$ cat src/rtl/ccm_ctr_feeder_if.sv
// Bundles the upstream write port, the ccm_ctr core byte port and the status
// outputs of ccm_ctr_feeder.
interface ccm_ctr_feeder_if #(
  parameter int WIDTH = 8
);
  logic [WIDTH-1:0] wr_data;
  logic             wr_en;
  logic             wr_last;
  logic             wr_full;
  logic [WIDTH-1:0] input_data;
  logic             input_en;
  logic             input_last;
  logic             max_in_en_val;
  logic [15:0]      tx_cnt;
  logic             busy;
  logic             ovf_err;

  modport master (
    output wr_data, wr_en, wr_last, max_in_en_val,
    input  wr_full, input_data, input_en, input_last, tx_cnt, busy, ovf_err
  );

  modport slave (
    input  wr_data, wr_en, wr_last, max_in_en_val,
    output wr_full, input_data, input_en, input_last, tx_cnt, busy, ovf_err
  );
endinterface

$ cat src/rtl/ccm_ctr_feeder.sv
// Staging FIFO plus frame FSM that feeds bytes to the ccm_ctr core, honouring
// core back-pressure and forcing one idle cycle between frames.
module ccm_ctr_feeder #(
  parameter int WIDTH      = 8,
  parameter int FIFO_DEPTH = 16
) (
  input logic             clk,
  input logic             reset,
  ccm_ctr_feeder_if.slave bus
);
  localparam int AW = $clog2(FIFO_DEPTH);
  localparam int CW = AW + 1;

  typedef enum logic [1:0] {IDLE, SEND, GAP} state_t;

  state_t           state_q, state_d;
  logic [WIDTH:0]   mem_q [FIFO_DEPTH];
  logic [AW-1:0]    wrPtr_q, rdPtr_q;
  logic [CW-1:0]    count_q;
  logic [WIDTH-1:0] inData_q;
  logic             inEn_q, inLast_q, ovf_q;
  logic [15:0]      txCnt_q, txCnt_d;

  logic             full, empty, doWrite, doPop;
  logic [WIDTH:0]   head;

  assign full    = (count_q == CW'(FIFO_DEPTH));
  assign empty   = (count_q == '0);
  assign doWrite = bus.wr_en && !full && !reset;
  assign head    = mem_q[rdPtr_q];
  assign doPop   = !empty && !bus.max_in_en_val && (state_q == IDLE || state_q == SEND);

  // Each entry carries the last-byte marker in its top bit.
  always_ff @(posedge clk) begin
    if (doWrite) begin
      mem_q[wrPtr_q] <= {bus.wr_last, bus.wr_data};
    end
  end

  always_ff @(posedge clk) begin
    if (reset) begin
      wrPtr_q  <= '0;
      rdPtr_q  <= '0;
      count_q  <= '0;
      ovf_q    <= 1'b0;
      inEn_q   <= 1'b0;
      inLast_q <= 1'b0;
      inData_q <= '0;
      txCnt_q  <= '0;
      state_q  <= IDLE;
    end else begin
      if (doWrite) wrPtr_q <= wrPtr_q + 1'b1;
      if (doPop)   rdPtr_q <= rdPtr_q + 1'b1;
      // A write against a full FIFO is dropped even when a pop frees a slot.
      case ({doWrite, doPop})
        2'b10:   count_q <= count_q + 1'b1;
        2'b01:   count_q <= count_q - 1'b1;
        default: count_q <= count_q;
      endcase
      if (bus.wr_en && full) ovf_q <= 1'b1;
      inEn_q   <= doPop;
      inLast_q <= doPop && head[WIDTH];
      if (doPop) inData_q <= head[WIDTH-1:0];
      txCnt_q  <= txCnt_d;
      state_q  <= state_d;
    end
  end

  always_comb begin
    state_d = state_q;
    txCnt_d = txCnt_q;
    case (state_q)
      IDLE: begin
        if (doPop) begin
          txCnt_d = 16'd1;
          state_d = head[WIDTH] ? GAP : SEND;
        end
      end
      SEND: begin
        if (doPop) begin
          if (txCnt_q != 16'hFFFF) txCnt_d = txCnt_q + 16'd1;
          if (head[WIDTH]) state_d = GAP;
        end
      end
      GAP:     state_d = IDLE;
      default: state_d = IDLE;
    endcase
  end

  assign bus.wr_full    = full;
  assign bus.input_data = inData_q;
  assign bus.input_en   = inEn_q;
  assign bus.input_last = inLast_q;
  assign bus.tx_cnt     = txCnt_q;
  assign bus.busy       = (state_q != IDLE);
  assign bus.ovf_err    = ovf_q;
endmodule

$ cat src/flat_wrapper.sv
// flat-port wrapper written by rule: the top's interface ports become plain ports
module ccm_ctr_feeder_flat 
#(
  parameter int WIDTH      = 8,
  parameter int FIFO_DEPTH = 16
)
  (clk, reset, bus_wr_data, bus_wr_en, bus_wr_last, bus_max_in_en_val, bus_wr_full, bus_input_data, bus_input_en, bus_input_last, bus_tx_cnt, bus_busy, bus_ovf_err);
  ccm_ctr_feeder_if #(.WIDTH(WIDTH)) bus_i ();
  input logic clk;
  input logic reset;
  input wire logic [$bits(bus_i.wr_data)-1:0] bus_wr_data;
  input wire logic [$bits(bus_i.wr_en)-1:0] bus_wr_en;
  input wire logic [$bits(bus_i.wr_last)-1:0] bus_wr_last;
  input wire logic [$bits(bus_i.max_in_en_val)-1:0] bus_max_in_en_val;
  output wire logic [$bits(bus_i.wr_full)-1:0] bus_wr_full;
  output wire logic [$bits(bus_i.input_data)-1:0] bus_input_data;
  output wire logic [$bits(bus_i.input_en)-1:0] bus_input_en;
  output wire logic [$bits(bus_i.input_last)-1:0] bus_input_last;
  output wire logic [$bits(bus_i.tx_cnt)-1:0] bus_tx_cnt;
  output wire logic [$bits(bus_i.busy)-1:0] bus_busy;
  output wire logic [$bits(bus_i.ovf_err)-1:0] bus_ovf_err;
  assign bus_i.wr_data = bus_wr_data;
  assign bus_i.wr_en = bus_wr_en;
  assign bus_i.wr_last = bus_wr_last;
  assign bus_i.max_in_en_val = bus_max_in_en_val;
  assign bus_wr_full = bus_i.wr_full;
  assign bus_input_data = bus_i.input_data;
  assign bus_input_en = bus_i.input_en;
  assign bus_input_last = bus_i.input_last;
  assign bus_tx_cnt = bus_i.tx_cnt;
  assign bus_busy = bus_i.busy;
  assign bus_ovf_err = bus_i.ovf_err;
  ccm_ctr_feeder #(.WIDTH(WIDTH), .FIFO_DEPTH(FIFO_DEPTH)) u_core (.clk(clk), .reset(reset), .bus(bus_i));
endmodule
$ cat config.mk
export PLATFORM = sky130hd
export DESIGN_NAME = ccm_ctr_feeder_flat
export DESIGN_NICKNAME = d
export VERILOG_FILES = /design/src/rtl/ccm_ctr_feeder_if.sv /design/src/rtl/ccm_ctr_feeder.sv /design/src/flat_wrapper.sv
export SDC_FILE = /design/constraint.sdc
export NUM_CORES = 1
export LEC_CHECK = 0
export CORE_MARGIN = 2
export CORE_UTILIZATION = 52
export DETAILED_ROUTE_END_ITERATION = 6
export PLACE_DENSITY = 0.74
export SYNTH_ARGS = -nofsm -noshare
export SYNTH_HDL_FRONTEND = slang
export SYNTH_SLANG_ARGS = --single-unit
$ cat constraint.sdc
create_clock -name clk -period 2.8 [get_ports clk]
set_input_delay 0.28 -clock clk [delete_from_list [all_inputs] [get_ports clk]]
set_output_delay 0.28 -clock clk [all_outputs]
set_load 0.005 [all_outputs]
### Word level (Yosys, flattened, before mapping)

Memory sizes are Yosys's and may differ from the RTL's. A register that Yosys moved wholly into a read port is not among the register bits.
Cells that the tools add are included.

* register bits after elaboration: 42
* bits in latches: 0
* memory bits (writable): 144
* ROM bits: 0
* input bits: 13
* output and inout port bits: 29
* logic and storage cells: 56
* memories kept: 1

Memories
* u_core.mem_q: depth 16, width 9, read ports 1, clocked after Yosys merged registers in 1, wr ports 1, line ccm_ctr_feeder.sv:17 `logic [WIDTH:0] mem_q [FIFO_DEPTH];`

* add/subtract/negate cells: 5
* multiply operators: 0
* div/mod/pow operators: 0
* magnitude comparators: 0
* eq/ne operators: 9
* shifts and indexed selects: 0
* muxes and demuxes: 14
* bitwise gates (word level): 0
* reduce and logical (&&, ||, !) cells: 18

Operators with widths (number)
* 2-to-1 mux 16 bit: 3
* one-hot mux 16 bit (2 select lines): 1
* adder 16 x 1 -> 16 bit (second input constant): 1
* inequality test 16 bit (second input constant): 1
* one-hot mux 5 bit (2 select lines): 1
* adder 4 x 1 -> 4 bit (second input constant): 2
* 2-to-1 mux 2 bit: 4
* 2-to-1 mux 4 bit: 2
* logical AND 1 bit: 6
* inequality test 2 x 1 -> 1 bit (second input constant): 3
* nonzero test 2 bit: 3
* adder 5 x 1 -> 5 bit (second input constant): 1
* equality test 5 bit (second input constant): 1
* zero test 5 bit: 1
* subtractor 5 x 1 -> 5 bit (second input constant): 1
* equality test 2 x 1 -> 1 bit (second input constant): 2
* zero test 1 bit: 4
* one-hot mux 2 bit (2 select lines): 1
* AND reduction 4 bit: 1
* AND reduction 3 bit: 1
* equality test 2 bit (second input constant): 1
* zero test 2 bit: 1
* 2-to-1 mux 1 bit: 2
* inequality test 2 bit (second input constant): 1
* logical OR 1 bit: 1

### Depth between registers and ports, before layout

* depth after elaboration: 6
* mapped depth: 13
* gate-level depth less buffers: 11

### Least setup slack after synthesis

Ideal clock, no wire load.

* path kind: register to register
* from: reg u_core.count_q[1]
* to: reg u_core.count_q[4]
* setup time: 0.128 ns
* data arrival time: 2.856 ns
* setup slack: -0.184 ns
* stages on the path, launching flop included: 14
* clock period less this slack: 2.984 ns
* cell sequence: dfxtp_1 > buf_2 > or4_4 > o21ai_4 > inv_2 > buf_6 > ha_1 > xor2_1 > ha_1 > a211o_1 > a211o_1 > a31oi_1 > xnor2_1 > nor2_1

* longest elaborated chain between the ends: 6
* elaborated cells between the ends (all ways): 14
* classes of those cells: add/sub: 2; eq/ne: 3; mux: 1; reduce/logical: 8

RTL lines
* start, declared: line ccm_ctr_feeder.sv:19 `logic [CW-1:0] count_q;`
* start signal, assigned: line ccm_ctr_feeder.sv:56 `2'b10: count_q <= count_q + 1'b1;`
* start signal, assigned: line ccm_ctr_feeder.sv:57 `2'b01: count_q <= count_q - 1'b1;`
* start signal, assigned: line ccm_ctr_feeder.sv:58 `default: count_q <= count_q;`
* zero test 5 bit (*): line ccm_ctr_feeder.sv:28 `assign empty = (count_q == '0);`
* zero test 1 bit (*): line ccm_ctr_feeder.sv:31 `assign doPop = !empty && !bus.max_in_en_val && (state_q == IDLE || state_q == SEND);`
* logical AND 1 bit (*) (2 in a row): line ccm_ctr_feeder.sv:31
* named net u_core.doPop: line ccm_ctr_feeder.sv:24 `logic full, empty, doWrite, doPop;`
* equality test 2 x 1 -> 1 bit or equality test 2 bit (tied branches): line ccm_ctr_feeder.sv:55 `case ({doWrite, doPop})`
* one-hot mux 5 bit (2 select lines) or nonzero test 2 bit (tied branches)

The timed path passes the listed nets; every way through them passes the cells marked *.
A chain may end at the register's enable or synchronous reset.

### Final worst setup path

* from: reg u_core.count_q[0]
* to: reg u_core.count_q[4]

* longest elaborated chain between the ends: 6
* elaborated cells between the ends (all ways): 14
* classes of those cells: add/sub: 2; eq/ne: 3; mux: 1; reduce/logical: 8

RTL lines (line)
* equality test 5 bit or zero test 5 bit (tied branches): ccm_ctr_feeder.sv:27, ccm_ctr_feeder.sv:28
* zero test 1 bit, on equally long branches: ccm_ctr_feeder.sv:29, ccm_ctr_feeder.sv:31
* logical AND 1 bit, on equally long branches (2 in a row): ccm_ctr_feeder.sv:29, ccm_ctr_feeder.sv:31
* equality test 2 x 1 -> 1 bit or equality test 2 bit (tied branches): ccm_ctr_feeder.sv:55
* one-hot mux 5 bit (2 select lines) or nonzero test 2 bit (tied branches)

Parallel ways exist; a longest one is shown, timed or not.

==> results.cfg <==
[status]
status = finished, final reports clean

[floorplanning]
fp.dieH_um = 126
core_area_sq_um = 14500
die_x_um = 126
dieArea_sq_um = 15800
initial_utilization = 0.531
io_pins = 42
num_rows = 44

[power_and_ir_drop]
ir_drop_v = 0.000607
power_leakage_nw = 2.86
p_total_mw = 6.94
powerDensity_nw_per_um2 = 767

[synthesis]
synth_area_sq_um = 7690
ys.flop_type = edfxtp_1
yosys.area_share.simple = 0.0874
syn_area_per_cell_sq_um = 14.7
ys_ff_latch = 190
synth-compound-area-share = 0.0638
yosys.area_share.adder = 0.0163
synth.area.mux_share = 0.104
seq_area_frac_synth = 0.682
synth_nets = 546
syn_inst = 523
post_synth_num_cell_types = 54
synth_xor_area_frac = 0.0239
ys.warnings.count = 0
synthArstFlopShare = 0
synth_top_family_by_area = multiplexers
synth-edff-count = 144

[routing]
dr.pass1.iters = 5
vias = 4603
via_per_inst = 5.87
drc = 0
antenna_left = 0
drt-initial-drc-count = 440
wl_um = 15600
routedWlPerCell_um = 19.9

[worst_setup_path]
critPathCaptureType = register
crit_top_cell = a211o_1
cp_slowest_cell = or4_4
path_class = register to register
reg2reg_depth = 11
rr_endpoint = u_core.count_q[4]
cp_max_fo = 4
arrival_ns = 2.98
crit_chain = or4_4, o21ai_4, inv_2, ha_4, xor2_1, ha_2, a211o_1, a211o_1, a31oi_1, xnor2_1, nor2_1
critPathLaunchType = register
r2r_start = u_core.count_q[0]
cp.required_ns = 3.11
cp_slowest_stage_delay_ns = 0.59
rrSetupSlack_ns = 0.13

[timing]
finalHoldViolCount = 0
max_freq_mhz = 374
fin_setup_tns_ns = 0
skew_ns = 0.0102
setup_violations = 0
rsz0062_at_grt = false
worst_slew_pin_slew_ns = 0.638
slew-limit-headroom = 0.573
fin_crit_ns = 2.67
fin_crit_sh = 0.954
slew_viol_final = 0

[min_path]
hold_path_depth = 2
hold_start = u_core.bus.ovf_err
min_to = u_core.bus.ovf_err
min_path_type = register to register

[grt]
grt_util_all_layers = 0.206
grt_pass1_wl_um = 24700
grt_pass1_vias = 4640
antenna_found_initial = 0
overflow = 0
grt_max_degree = 33

[final_layout]
antenna_cells = 0
multi_input_area_sq_um = 2290
drive_above_1_share = 0.150
seqCellArea_sq_um = 5250
n_fill_cell = 1056
nNetsFinal = 610
syn_to_final_growth_pct = 17.6

[clock_network]
numCtsBuffers = 17
worstSkewPairLatency_ns = 0.43
path_clk_slew_ns = 0.06
clock-root-buffer = clkbuf_16
cts_tree = built
hold_buffers = 0
cts-htree-levels = 4
cts_setup_buffers = 0
clock_path_buffers = 2
clock_sinks = 190

[place]
hpwl_um = 10200
port_buffers = 41
gp_congestion = 0.834

[job]
maxCapViolCount = 0
per-layer routing:
metal  routed length (um)  up-vias  GRT usage
li1                     -     2153          -
met3                  766       18     0.0459
met4                  237        0     0.0647
met2                 8230      126      0.365
met5                    0        -          0
met1                 6370     2306      0.253
per-stage QoR:
stage / area (sq um) / util / instances / hold slack [ns] / worst slack [ns]
finish: 9040 / 0.625 / 784 / 0.475 / 0.129
global route: 9040 / 0.625 / 784 / 0.528 / 0.0195
CTS: 9040 / 0.624 / 784 / 0.483 / 0.135
detailed placement: 8460 / 0.584 / 752 / 0.468 / 0.0552
global placement: 8460 / 0.584 / 752 / 0.454 / 0.126
floorplan: 7710 / - / 523 / 0.379 / 0.0198
report_power, final:
group / internal [mW] / leakage (nW) / switching (mW)
clock network: 1.25 / 0.284 / 1.08
registers: 3.17 / 1.67 / 0.137
logic: 0.581 / 0.901 / 0.721
kinds of logic after synthesis:
kind of cell,count (synthesis)
flip-flops,190
AND/OR/NAND/NOR,135
AO/OA/AOI/OAI,69
multiplexers,62
buffers and inverters,36
XOR/XNOR,21
adder cells (fa/ha/maj),10
repair_timing:
action,4_1_cts,5_1_grt
endpoints found under the hold margin,0,0
gates resized for setup,0,2
setup endpoints to repair,0,1
registers in the layout (all words and copies together) (netlist names), named ones only:
| register | cells |
|---|---|
| u_core.state_q | 2 |
| u_core.mem_q | 144 |
| u_core.bus.input_last | 1 |
| u_core.bus.ovf_err | 1 |
| u_core.bus.tx_cnt | 16 |
| u_core.count_q | 5 |
| u_core.bus.input_en | 1 |
| u_core.wrPtr_q | 4 |
| u_core.bus.input_data | 8 |
| u_core.rdPtr_q | 4 |
worst max path at each step:
stage | endpoint | start | slack [ns]
after floorplan | u_core.count_q[4] | u_core.count_q[2] | 0.02
after global placement | u_core.count_q[4] | bus_wr_en | 0.13
after detailed placement | u_core.count_q[4] | bus_wr_en | 0.06
after CTS | u_core.count_q[4] | u_core.count_q[0] | 0.13
after global routing | u_core.count_q[4] | u_core.count_q[0] | 0.02
final | u_core.count_q[4] | u_core.count_q[0] | 0.13
synth_stat cells, types with 9 or more instances:
master	instances	area (sq um)
a21oi_1	11	55.1
a311oi_1	9	78.8
buf_2	13	65.1
clkbuf_1	11	41.3
dfxtp_1	46	921
edfxtp_1	144	4320
ha_1	10	125
mux2i_1	47	470
mux4_2	14	315
nand2_1	15	56.3
nand3_1	17	85.1
nor2_1	52	195
nor3_1	14	70.1
o22ai_1	23	144
xnor2_1	15	131
placed cells by master, fill, tap and decap left out, types with 3 or more instances in the layout:
| cell type | netlist | layout |
|---|---|---|
| edfxtp_1 | 144 | 144 |
| nor2_1 | 52 | 52 |
| mux2i_1 | 47 | 47 |
| dfxtp_1 | 46 | 44 |
| clkdlybuf4s50_1 | 0 | 41 |
| buf_4 | 1 | 32 |
| o22ai_1 | 23 | 23 |
| nand3_1 | 17 | 17 |
| clkbuf_16 | 0 | 17 |
| nand2_1 | 15 | 15 |
| xnor2_1 | 15 | 15 |
| nor3_1 | 14 | 14 |
| mux4_2 | 14 | 14 |
| a21oi_1 | 11 | 11 |
| a311oi_1 | 9 | 9 |
| a211oi_1 | 8 | 8 |
| ha_1 | 10 | 8 |
| nor4_1 | 8 | 7 |
| inv_1 | 6 | 6 |
| xor2_1 | 6 | 6 |
| nand4_1 | 5 | 5 |
| nand2b_1 | 4 | 4 |
| inv_6 | 0 | 4 |
| clkinv_1 | 0 | 3 |
layout make-up:
cell class	instances	area share
Timing Repair Buffer	74	0.0742
Inverter	7	0.00291
Clock inverter	15	0.0170
Clock buffer	17	0.0470
Multi-Input combinational cell	297	0.253
Sequential cell	190	0.580
Tap cell	184	0.0255
critical path: cells and delay by family, from the launching register on:
kind | cells | cell delay [ns]
buffers and inverters | 1 | 0.07
xor gates and xnor gates | 2 | 0.27
AOI/OAI and AO/OA | 4 | 0.87
DFF | 1 | 0.35
and+or+nand+nor | 2 | 0.64
adders and majority gates | 2 | 0.35
Power figures use the tool's default switching activity.
